**src/rtl/squarer_isqrt_if.sv**
```systemverilog
// Handshake bundle for the iterative square-root block.
//   power_i / power_valid_i / power_ready_o : power sample in (valid/ready)
//   amp_o / rem_o / amp_valid_o / amp_ready_i : floor root and remainder out
// master = upstream producer / downstream consumer side, slave = the root block.
interface squarer_isqrt_if #(
    parameter int unsigned IN_WIDTH = 12
);
    localparam int unsigned OUT_WIDTH = IN_WIDTH / 2;

    logic [IN_WIDTH-1:0]  power_i;
    logic                 power_valid_i;
    logic                 power_ready_o;
    logic [OUT_WIDTH-1:0] amp_o;
    logic [OUT_WIDTH:0]   rem_o;
    logic                 amp_valid_o;
    logic                 amp_ready_i;

    modport master (
        output power_i, power_valid_i, amp_ready_i,
        input  power_ready_o, amp_o, rem_o, amp_valid_o
    );

    modport slave (
        input  power_i, power_valid_i, amp_ready_i,
        output power_ready_o, amp_o, rem_o, amp_valid_o
    );
endinterface

```
**src/rtl/squarer_isqrt.sv**
```systemverilog
// Iterative restoring integer square root of an accumulated power value.
// Produces one root bit per cycle; one conversion in flight.
//   clk_i   : system clock, rising edge
//   rst_n_i : synchronous active-low reset
//   bus     : squarer_isqrt_if.slave (power in, amp/rem out, valid/ready both sides)
module squarer_isqrt #(
    parameter int unsigned IN_WIDTH = 12
) (
    input  logic            clk_i,
    input  logic            rst_n_i,
    squarer_isqrt_if.slave  bus
);
    localparam int unsigned OUT_WIDTH = IN_WIDTH / 2;
    localparam int unsigned R_WIDTH   = OUT_WIDTH + 2;
    localparam int unsigned CNT_W     = (OUT_WIDTH > 1) ? $clog2(OUT_WIDTH) : 1;

    // The digit-pair walk needs an even, non-trivial input width.
    if (((IN_WIDTH % 2) != 0) || (IN_WIDTH < 4)) begin : g_width_check
        $error("squarer_isqrt: IN_WIDTH must be even and >= 4");
    end

    typedef enum logic [1:0] {
        S_IDLE = 2'd0,
        S_CALC = 2'd1,
        S_DONE = 2'd2
    } state_t;

    state_t               state;
    logic [IN_WIDTH-1:0]  sh;
    logic [OUT_WIDTH-1:0] q;
    logic [R_WIDTH-1:0]   r;
    logic [CNT_W-1:0]     cnt;
    logic [OUT_WIDTH-1:0] amp;
    logic [OUT_WIDTH:0]   rem;
    logic                 amp_valid;

    logic [R_WIDTH-1:0]   r_sh;
    logic [R_WIDTH-1:0]   t_val;
    logic                 ge;
    logic [OUT_WIDTH-1:0] q_nxt;
    logic [R_WIDTH-1:0]   r_nxt;

    // One restoring step: bring down the next bit pair and trial-subtract 4q+1.
    always_comb begin
        r_sh  = R_WIDTH'({r, sh[IN_WIDTH-1 -: 2]});
        t_val = {q, 2'b01};
        ge    = (r_sh >= t_val);
        q_nxt = OUT_WIDTH'({q, ge});
        r_nxt = ge ? (r_sh - t_val) : r_sh;
    end

    // Control and datapath registers.
    always_ff @(posedge clk_i) begin
        if (!rst_n_i) begin
            state     <= S_IDLE;
            sh        <= '0;
            q         <= '0;
            r         <= '0;
            cnt       <= '0;
            amp       <= '0;
            rem       <= '0;
            amp_valid <= 1'b0;
        end else begin
            case (state)
                S_IDLE: begin
                    if (bus.power_valid_i) begin
                        sh    <= bus.power_i;
                        q     <= '0;
                        r     <= '0;
                        cnt   <= CNT_W'(OUT_WIDTH - 1);
                        state <= S_CALC;
                    end
                end
                S_CALC: begin
                    sh  <= {sh[IN_WIDTH-3:0], 2'b00};
                    q   <= q_nxt;
                    r   <= r_nxt;
                    cnt <= cnt - CNT_W'(1);
                    if (cnt == '0) begin
                        // Final remainder is <= 2q, so the top bit is always zero.
                        amp       <= q_nxt;
                        rem       <= r_nxt[OUT_WIDTH:0];
                        amp_valid <= 1'b1;
                        state     <= S_DONE;
                    end
                end
                S_DONE: begin
                    if (bus.amp_ready_i) begin
                        amp_valid <= 1'b0;
                        state     <= S_IDLE;
                    end
                end
                default: state <= S_IDLE;
            endcase
        end
    end

    // Ready is decoded from state and masked while reset is asserted.
    assign bus.power_ready_o = (state == S_IDLE) && rst_n_i;
    assign bus.amp_o         = amp;
    assign bus.rem_o         = rem;
    assign bus.amp_valid_o   = amp_valid;
endmodule

```
**src/flat_wrapper.sv**
```systemverilog
// flat-port wrapper written by rule: the top's interface ports become plain ports
module squarer_isqrt_flat 
#(
    parameter int unsigned IN_WIDTH = 12
)
  (clk_i, rst_n_i, bus_power_i, bus_power_valid_i, bus_amp_ready_i, bus_power_ready_o, bus_amp_o, bus_rem_o, bus_amp_valid_o);
  squarer_isqrt_if #(.IN_WIDTH(IN_WIDTH)) bus_i ();
  input  logic clk_i;
  input  logic rst_n_i;
  input wire logic [$bits(bus_i.power_i)-1:0] bus_power_i;
  input wire logic [$bits(bus_i.power_valid_i)-1:0] bus_power_valid_i;
  input wire logic [$bits(bus_i.amp_ready_i)-1:0] bus_amp_ready_i;
  output wire logic [$bits(bus_i.power_ready_o)-1:0] bus_power_ready_o;
  output wire logic [$bits(bus_i.amp_o)-1:0] bus_amp_o;
  output wire logic [$bits(bus_i.rem_o)-1:0] bus_rem_o;
  output wire logic [$bits(bus_i.amp_valid_o)-1:0] bus_amp_valid_o;
  assign bus_i.power_i = bus_power_i;
  assign bus_i.power_valid_i = bus_power_valid_i;
  assign bus_i.amp_ready_i = bus_amp_ready_i;
  assign bus_power_ready_o = bus_i.power_ready_o;
  assign bus_amp_o = bus_i.amp_o;
  assign bus_rem_o = bus_i.rem_o;
  assign bus_amp_valid_o = bus_i.amp_valid_o;
  squarer_isqrt #(.IN_WIDTH(IN_WIDTH)) u_core (.clk_i(clk_i), .rst_n_i(rst_n_i), .bus(bus_i));
endmodule
```
**config.mk**
```make
export PLATFORM = sky130hd
export DESIGN_NAME = squarer_isqrt_flat
export DESIGN_NICKNAME = d
export VERILOG_FILES = /design/src/rtl/squarer_isqrt_if.sv /design/src/rtl/squarer_isqrt.sv /design/src/flat_wrapper.sv
export SDC_FILE = /design/constraint.sdc
export NUM_CORES = 1
export LEC_CHECK = 0
export CAP_MARGIN = 15
export CORE_AREA = 10 10 76 78
export CTS_BUF_LIST = sky130_fd_sc_hd__clkbuf_2 sky130_fd_sc_hd__clkbuf_4 sky130_fd_sc_hd__clkbuf_8
export CTS_CLUSTER_DIAMETER = 40
export DETAILED_ROUTE_END_ITERATION = 7
export DIE_AREA = 0 0 86 88
export HOLD_SLACK_MARGIN = 0.03
export MAX_ROUTING_LAYER = met4
export PLACE_DENSITY = 0.84
export SYNTH_ARGS = -nofsm -noshare
export SYNTH_HDL_FRONTEND = slang
export SYNTH_SLANG_ARGS = --single-unit
```
**constraint.sdc**
```tcl
create_clock -name clk_i -period 1.85 [get_ports clk_i]
set_input_delay 0.555 -clock clk_i [delete_from_list [all_inputs] [get_ports clk_i]]
set_output_delay 0.555 -clock clk_i [all_outputs]
set_load 0.01 [all_outputs]
```
; ---- After elaboration in Yosys (flattened, before gate mapping)
; Index checks and enable logic that the tools add are counted.
[word_totals]
out_inout_bits = 15
elab_cells = 41
input_bits = 16
ff_bits = 43
[classes]
n_reduce_logical = 9
mux = 16
add_sub_neg = 2
n_lt_le_gt_ge = 1
eq_ne = 5
[ops]
columns = operator, count
row1 = $pmux 12 s2, 1
row2 = $pmux 6 s2, 2
row3 = $mux 12, 1
row4 = $mux 6, 2
row5 = $ge 8x8->1, 1
row6 = $mux 7, 1
row7 = $sub 7x7->7, 1
row8 = $mux 2, 3
row9 = $pmux 2 s3, 1
row10 = $pmux 3 s2, 1
row11 = $reduce_and 3->1, 2
row12 = $ne 2x2->1 const B, 2
row13 = $reduce_and 2->1, 2
row14 = $reduce_bool 2->1, 2
row15 = $logic_not 3->1, 1
row16 = $mux 3, 1
row17 = $sub 3x1->3 const B, 1
row18 = $eq 2x1->1 const B, 1
row19 = $eq 2x2->1 const B, 1
row20 = $logic_not 2->1, 1
row21 = $mux 1, 2
row22 = $ne 2x1->1 const B, 1
row23 = $pmux 1 s2, 1
row24 = $logic_and 1x1->1, 1

; ---- Depth between registers and ports, before layout
; Gate-level depths: netlist of the first run.
[logic_depth]
word_depth = 3
mapped_depth = 8

; ---- Worst setup path after synthesis of the first run
; Ideal clock, no wire load.
[synth_timing]
path_kind = reg2reg
start = register u_core.q[4]
end = register u_core.q[0]
path_stages_with_launch = 9
period_less_slack_ns = 1.854
arrival_ns = 1.726
setup_slack_ns = -0.004
setup_ns = 0.128
path_cell_list = dfxtp_1 > inv_1 > ha_1 > a21oi_2 > a21boi_2 > a211oi_4 > buf_6 > a2bb2oi_1 > nor2_1
[synth_via]
elab_chain_len = 2
[synth_lines]
columns = element, line_no
row1 = "start, declared", squarer_isqrt.sv:30  ; logic [OUT_WIDTH-1:0] q;
row2 = "start signal, assigned", squarer_isqrt.sv:76  ; q <= q_nxt;
row3 = $ge 8x8->1, squarer_isqrt.sv:47  ; ge = (r_sh >= t_val);
row4 = $pmux 6 s2, squarer_isqrt.sv:64  ; case (state)
; No other way between the ends.
; A chain may end at the register's enable or synchronous reset.

; ---- Worst setup path in the final report of the first run
[layout_timing]
start = register u_core.r[1]
end = register u_core.rem[4] (netlist: u_core.bus.rem_o[4])
[layout_via]
elab_chain_len = 2
elab_cells_between_ends = 3
cone_classes = 1 x add/sub / 1 x order compare / 1 x mux
[layout_lines]
columns = element, line_no
row1 = "start, declared", squarer_isqrt.sv:31  ; logic [R_WIDTH-1:0] r;
row2 = "start signal, assigned", squarer_isqrt.sv:77  ; r <= r_nxt;
row3 = $sub 7x7->7 or $ge 8x8->1 (tied branches), "squarer_isqrt.sv:49, squarer_isqrt.sv:47"
row4 = $mux 7 (*), squarer_isqrt.sv:49  ; r_nxt = ge ? (r_sh - t_val) : r_sh;
row5 = "end signal, assigned", squarer_isqrt.sv:82  ; rem <= r_nxt[OUT_WIDTH:0];
row6 = "end, declared", squarer_isqrt.sv:34  ; logic [OUT_WIDTH:0] rem;
; Mark *: on every way between the ends. The rest lies on a longest branch, timed or not.

==> results of run 1 <==
layout make-up:
| class | count | area (um2) | share of cell area, % |
|---|---|---|---|
| multi-input cells | 195 | 1271 | 44.17 |
| flip-flops and latches | 43 | 869.6 | 30.22 |
| repair buffers | 60 | 531.8 | 18.48 |
| clock buffers | 6 | 76.32 | 2.652 |
| well taps | 52 | 65.06 | 2.261 |
| inverters | 17 | 63.81 | 2.217 |
layer usage:
metal / part of all wire [%] / vias up
li1: - / 1037
met1: 44 / 957
met2: 50 / 43
met3: 4.3 / 15
met4: 2.4 / 0
met5: 0 / -
report_power, final:
part | switching, uW | internal [uW] | total [uW]
sequential | 97.4 | 1040 | 1140
clock | 292 | 266 | 558
combinational | 932 | 1030 | 1960
cell usage in the layout (no fill, tap or decap), types with 2 or more instances in the layout:
master	n
sky130_fd_sc_hd__mux2i_4	3
sky130_fd_sc_hd__nor2b_1	4
sky130_fd_sc_hd__dfxtp_1	36
sky130_fd_sc_hd__nand2_1	33
sky130_fd_sc_hd__o211ai_1	2
sky130_fd_sc_hd__nand4_1	3
sky130_fd_sc_hd__clkdlybuf4s50_1	28
sky130_fd_sc_hd__clkbuf_8	5
sky130_fd_sc_hd__o221ai_1	6
sky130_fd_sc_hd__ha_4	5
sky130_fd_sc_hd__a21oi_2	4
sky130_fd_sc_hd__o21ai_1	8
sky130_fd_sc_hd__xnor2_1	4
sky130_fd_sc_hd__dfxtp_2	7
sky130_fd_sc_hd__nor2_1	32
sky130_fd_sc_hd__buf_4	29
sky130_fd_sc_hd__a21oi_1	31
sky130_fd_sc_hd__or3_1	2
sky130_fd_sc_hd__ha_1	4
sky130_fd_sc_hd__o21ai_0	18
sky130_fd_sc_hd__nand2b_1	2
sky130_fd_sc_hd__inv_1	16
sky130_fd_sc_hd__o21ai_2	2
sky130_fd_sc_hd__nand3_1	7
sky130_fd_sc_hd__a22oi_1	5
sky130_fd_sc_hd__a211oi_1	2
Yosys cell counts (2+ instances only):
library cell | n | share of area, %
sky130_fd_sc_hd__inv_1 | 17 | 3.0
sky130_fd_sc_hd__dfxtp_1 | 43 | 40
sky130_fd_sc_hd__nand2b_1 | 2 | 0.58
sky130_fd_sc_hd__xnor2_1 | 4 | 1.6
sky130_fd_sc_hd__nand2_1 | 33 | 5.8
sky130_fd_sc_hd__o221ai_1 | 6 | 2.5
sky130_fd_sc_hd__a21oi_2 | 3 | 1.2
sky130_fd_sc_hd__clkbuf_1 | 11 | 1.9
sky130_fd_sc_hd__nor2b_1 | 5 | 1.5
sky130_fd_sc_hd__a22oi_1 | 5 | 1.8
sky130_fd_sc_hd__ha_1 | 10 | 5.8
sky130_fd_sc_hd__a21oi_1 | 32 | 7.5
sky130_fd_sc_hd__o21ai_1 | 10 | 2.3
sky130_fd_sc_hd__o21ai_0 | 18 | 4.2
sky130_fd_sc_hd__mux2i_1 | 4 | 1.9
sky130_fd_sc_hd__nand4_1 | 3 | 0.88
sky130_fd_sc_hd__nor2_1 | 32 | 5.6
sky130_fd_sc_hd__or3_1 | 2 | 0.58
sky130_fd_sc_hd__a211oi_1 | 2 | 0.70
sky130_fd_sc_hd__o211ai_1 | 2 | 0.70
sky130_fd_sc_hd__nand3_1 | 7 | 1.6
kinds of logic after synthesis:
group / count (synthesis) / synth area share (%)
flip-flops: 43 / 40.23
buffers and inverters: 31 / 6.023
multiplexers: 4 / 1.871
AO/OA/AOI/OAI: 88 / 26.02
XOR/XNOR: 5 / 2.047
adder cells (fa/ha/maj): 10 / 5.848
AND/OR/NAND/NOR: 88 / 17.95
worst max-delay path by stage:
stage,cells past startpoint,slack (ps),to
after floorplan,8,9,u_core.q[0]
after global placement,4,-490,bus_power_ready_o
after detailed placement,4,-480,bus_power_ready_o
after CTS,7,20,u_core.bus.rem_o[2]
after global routing,8,-20,u_core.bus.rem_o[3]
final,7,60,u_core.bus.rem_o[4]
through the flow:
stage                     power [uW]  utilization, %  hold WS, ps
after floorplan                 2186               -        430.9
after global placement          2628           61.83        444.8
after detailed placement        2671           61.83        447.2
after CTS                       3361           64.54        458.1
after global routing            3900           67.02        475.0
final                           3659           67.02        454.0
critical path, stage by stage, from the launching register on:
cell                       delay [ps]
sky130_fd_sc_hd__dfxtp_2          400
sky130_fd_sc_hd__ha_4             240
sky130_fd_sc_hd__a21oi_2          150
sky130_fd_sc_hd__o21ai_2          100
sky130_fd_sc_hd__a211oi_4         290
sky130_fd_sc_hd__buf_12           180
sky130_fd_sc_hd__mux2i_4          240
sky130_fd_sc_hd__a21oi_1           90
registers in the layout, summed over array words and instances (netlist names):
signal	cells
u_core.cnt	3
u_core.sh	12
u_core.r	6
u_core.bus.amp_valid_o	1
u_core.state	2
u_core.q	6
u_core.bus.amp_o	6
u_core.bus.rem_o	7
repair_timing:
action / 4_1_cts / 5_1_grt
buffers inserted: 3 / 0
endpoints found under the setup margin: 7 / 12
gates resized for setup: 9 / 21
pin swaps: 3 / 1
==> flow_summary_export.csv, run 1 <==
group,metric,value,unit
pwr,ir_drop,0.0008233,V
global_routing,busiest_layer,"met2",
routing,drt_iter0_markers,94,
global_routing,grt_antenna_before_repair,0,
floorplan,std_cell_rows,24,
setup_path,worst_setup_path_end_kind,"flip-flop",
cts,numClockSinks,43,
synthesis,ys_dominant_reg_cell,"sky130_fd_sc_hd__dfxtp_1",
pwr,total_leakage_power,0.001102,uW
floorplan,ios,31,
timing,tightest_slew,684.2,ps
cts,root_buffer,"sky130_fd_sc_hd__clkbuf_8",
min_path,hold_removal_path_class,"reg2reg",
cells_and_area,fillers,357,
cells_and_area,count_of_non_filler_cells_in_the_finished_layout,373,
synthesis,yosys_register_bits,43,
timing,finalClockSkew,7.676,ps
cts,post_cts_hold_fix_bufs,0,
synthesis,post_synth_inst_count,269,
synthesis,syn_area,0.002140,mm2
timing,timing.slew.headroom,54.08,%
cts,max-clock-path-buffers,2,
synthesis,number_of_enable_type_register_cells_in_the_synthesized_netlist,0,
timing,final-hold-violation-count,0,
global_routing,global_route.usage.met1,15.91,%
min_path,timing.hold.worst_path_depth,2,
pwr,power.density_cell_area,1272,mW/mm2
place,place_congestion,0.9061,
setup_path,r2r.worst_path.cells,7,
routing,drcViolationCount,0,
timing,finalMaxSlewViolations,0,
place,place.detailed.instances,364,
routing,vias,2052,
synthesis,yosysUniqueCellTypes,39,
routing,detail_route.wirelength,5.484,mm
synthesis,syn_area_per_cell,7.954,um2
timing,min_period,1794,ps
synthesis,asyncSetResetFlopFracSynth,0,%
timing,setup_viol,0,
cts,clk_pin_slew,80,ps
synthesis,synth.yosys.warnings,0,
timing,setup_tns,0,ps
routing,average_wire_length_per_cell_after_detail_routing,14.70,um
global_routing,global_route.usage.total,14.91,%
cts,cts_made_buffers,5,
floorplan,width_of_the_chip,86,um
global_routing,overflow,0,
setup_path,critPathLaunchType,"flip-flop",
floorplan,dieArea,0.007568,mm2
timing,worst_slack,55.67,ps
global_routing,grtUsageMet3,4.178,%
floorplan,start_util,49.83,%
cts,clock_tree.htree_level_count,2,
place,hpwlAfterDp,3.904,mm
setup_path,worstReg2RegStart,"u_core.r[1]",
routing,tritonroute_pass_1_iters,4,
cells_and_area,final_nets,348,
place,placement.setup.worst_slack,-478.8,ps
routing,antenna_violating_nets_remaining,0,
job,timing.max_cap.violations,0,
setup_path,required_time_worst_endpoint,2040,ps
global_routing,global_route_wire_length_before_repair,8.976,mm
cells_and_area,area_growth_syn_to_layout,34.50,%
place,io_buffer_count,30,
synthesis,syn_nets,295,
global_routing,first_global_vias,2022,
run_status,run_status,"finished clean",
setup_path,reg2reg_to,"u_core.bus.rem_o[4]",
setup_path,launching_element_of_the_worst_setup_path,"u_core.r[1]",
setup_path,path_max_fanout,7,
synthesis,yosysSeqAreaShare,40.23,%
setup_path,timing.setup.critical_path_class,"reg2reg",
floorplan,fp.coreArea,0.004294,mm2
setup_path,regToRegSetupSlack,60,ps
floorplan,chipHeight,88,um
cells_and_area,drive_above_1_share,20.56,%
cts,tritoncts,"yes",
min_path,worst_hold_startpoint,"u_core.bus.amp_o[4]",
min_path,worst_hold_path_ep,"u_core.bus.amp_o[4]",
routing,via_per_inst,5.501,
global_routing,grt_use_met2,25.15,%
setup_path,worst-endpoint-arrival,1980,ps
place,placedInstanceArea,0.002655,mm2
timing,timing.fmax,557.3,MHz
global_routing,grt_max_degree,23,
timing,fin_crit_sh,96.99,%
cells_and_area,antenna_cells_inserted,0,
cells_and_area,layout.cell_area.non_filler,0.002878,mm2
cts,worstSkewPairLatency,300,ps
(Power assumes the default switching activity.)
==> run 2, diff against run 1 <==
--- a/config.mk
+++ b/config.mk
@@ -6,11 +6,12 @@
 export NUM_CORES = 1
 export LEC_CHECK = 0
 export CAP_MARGIN = 15
-export CORE_AREA = 10 10 76 78
+export CORE_AREA = 2 2 68 70
 export CTS_BUF_LIST = sky130_fd_sc_hd__clkbuf_2 sky130_fd_sc_hd__clkbuf_4 sky130_fd_sc_hd__clkbuf_8
 export CTS_CLUSTER_DIAMETER = 40
+export CTS_CLUSTER_SIZE = 28
 export DETAILED_ROUTE_END_ITERATION = 7
-export DIE_AREA = 0 0 86 88
+export DIE_AREA = 0 0 70 72
 export HOLD_SLACK_MARGIN = 0.03
 export MAX_ROUTING_LAYER = met4
 export PLACE_DENSITY = 0.84
==> run 2 against run 1 <==
Effect of this change:
- register-to-register slack got worse by 50 ps
- first-iteration DRC count increased by 74%
- sequential share of layout area decreased by 0.72 points
- non-clock buffer count increased by 3
- the run now ends with setup timing left
- critical path type is now in2out
- sequential power about the same
- via count increased by 5.1%
- clock power increased by 22%
- total power increased by 8.2%
- clock-buffer cell count increased by 2
==> flow_summary_export.csv, run 2 (synthesis gave the netlist of run 1 again) <==
group,metric,value,unit
run_status,run_status,"complete, but fails checks",
run_status,violations_in_the_final_reports,"setup timing",
floorplan,width_of_the_chip,70,um
cts,clk_pin_slew,70,ps
cts,tritoncts,"yes",
timing,worst_slack,-4.742,ps
global_routing,overflow,0,
setup_path,timing.setup.critical_path_class,"in2out",
routing,antenna_violating_nets_remaining,0,
routing,vias,2157,
cells_and_area,largest_reg_flops,12,
cts,cts_made_buffers,5,
floorplan,dieArea,0.005040,mm2
routing,detail_route.wirelength,5.872,mm
setup_path,path_max_fanout,2,
routing,tritonroute_pass_1_iters,4,
cells_and_area,registers.top_by_ff_count,"u_core.sh",
global_routing,first_global_vias,2170,
floorplan,std_cell_rows,24,
floorplan,chipHeight,72,um
cts,worstSkewPairLatency,300,ps
place,hpwlAfterDp,3.768,mm
floorplan,start_util,50.18,%
timing,timing.fmax,539.2,MHz
cells_and_area,antenna_cells_inserted,0,
cells_and_area,count_of_non_filler_cells_in_the_finished_layout,378,
place,place_congestion,0.9360,
global_routing,global_route.usage.total,23.54,%
cells_and_area,drive_above_1_share,23.62,%
cts,max-clock-path-buffers,2,
timing,finalClockSkew,5.559,ps
cells_and_area,layout_common_cells,"sky130_fd_sc_hd__dfxtp_1 (35), sky130_fd_sc_hd__nand2_1 (33), sky130_fd_sc_hd__nor2_1 (31), sky130_fd_sc_hd__buf_4 (31), sky130_fd_sc_hd__a21oi_1 (30)",
timing,finalMaxSlewViolations,0,
setup_path,critPathLaunchType,"input port",
floorplan,fp.coreArea,0.004264,mm2
pwr,ir_drop,0.0006520,V
global_routing,grt_antenna_before_repair,0,
cells_and_area,final_nets,351,
global_routing,global_route_wire_length_before_repair,9.225,mm
timing,timing.slew.headroom,67.92,%
cells_and_area,area_growth_syn_to_layout,38.36,%
place,io_buffer_count,30,
timing,final-hold-violation-count,0,
timing,setup_viol,1,
timing,fin_worst_hold_slack,456.4,ps
routing,drt_iter0_markers,164,
cts,root_buffer,"sky130_fd_sc_hd__clkbuf_8",
routing,drcViolationCount,0,
timing,setup_repair_after_global_routing_missed_its_margin,"true",
pwr,power.density_cell_area,1338,mW/mm2
routing,average_wire_length_per_cell_after_detail_routing,15.53,um
routing,via_per_inst,5.706,
place,place.detailed.instances,365,
cells_and_area,final_core_utilization,69.42,%
timing,fin_crit_sh,100.3,%
cts,clock_tree.htree_level_count,2,
place,placement.setup.worst_slack,-522.0,ps
setup_path,worst_setup_path_end_kind,"output port",
global_routing,grt_max_degree,23,
job,timing.max_cap.violations,0,
cells_and_area,most_common_cell_after_layout_fill_and_taps_aside,"sky130_fd_sc_hd__dfxtp_1",
timing,tightest_slew,481.1,ps
pwr,total_leakage_power,0.001148,uW
setup_path,worst-endpoint-arrival,1300,ps
cts,numClockSinks,43,
min_path,hold_removal_path_class,"reg2reg",
timing,min_period,1855,ps
floorplan,ios,31,
setup_path,required_time_worst_endpoint,1290,ps
run 2: cell count changes in the layout (fill, tap and decap cells not counted), sizes merged:
cell           before  now
clkbuf              6    8
buf                31   32
bufbuf              0    1
clkdlybuf4s15       0    1
run 2: final cells by class:
| cell class | count | area (um2) |
|---|---|---|
| well taps | 52 | 65.06 |
| multi-input cells | 195 | 1269 |
| inverters | 17 | 63.81 |
| clock buffers | 8 | 103.9 |
| fillers | 331 | 1304 |
| flip-flops and latches | 43 | 873.3 |
| repair buffers | 63 | 585.6 |
run 2: repair_timing:
action,in CTS,in global routing
pin swaps,1,8
resized for setup,13,21
setup endpoints to repair,8,15
buffers inserted,1,3
cloned,1,0
hold buffers,0,0
run 2: final timing paths:
| kind | end | slack [ps] | cells past startpoint | start |
|---|---|---|---|---|
| max | bus_power_ready_o | -5 | 4 | rst_n_i |
| min | u_core.bus.amp_valid_o | 460 | 2 | u_core.bus.amp_valid_o |
| max reg2reg | u_core.bus.rem_o[5] | 10 | 8 | u_core.q[1] |
| min reg2reg | u_core.bus.amp_valid_o | 460 | 2 | u_core.bus.amp_valid_o |
run 2: layer usage:
layer	GRT usage [%]	wire length, um	vias to the layer above
li1	-	-	1052
met1	24.59	2262	1020
met2	43.81	3166	67
met3	5.000	293	18
met4	8.547	149	0
met5	-	0	-
run 2: where the power goes:
group	internal, uW	switching (uW)	leakage, uW
logic	1170	965	0.000737
registers	1040	97.6	0.000356
clock network	356	324	0.0000549
run 2: critical path: stages:
cell and delay [ps]:
sky130_fd_sc_hd__dlygate4sd2_1 270, sky130_fd_sc_hd__nand2_1 120, sky130_fd_sc_hd__nor2_2 120, sky130_fd_sc_hd__clkdlybuf4s15_2 230
run 2: through the flow:
step / instance area, um2 / setup TNS, ps / power, uW
floorplan: 2140 / 0 / 2186
global placement: 2663 / -2320 / 2632
detailed placement: 2663 / -3401 / 2688
CTS: 2853 / 0 / 3727
global route: 2960 / -168.5 / 4159
finish: 2960 / -4.742 / 3961
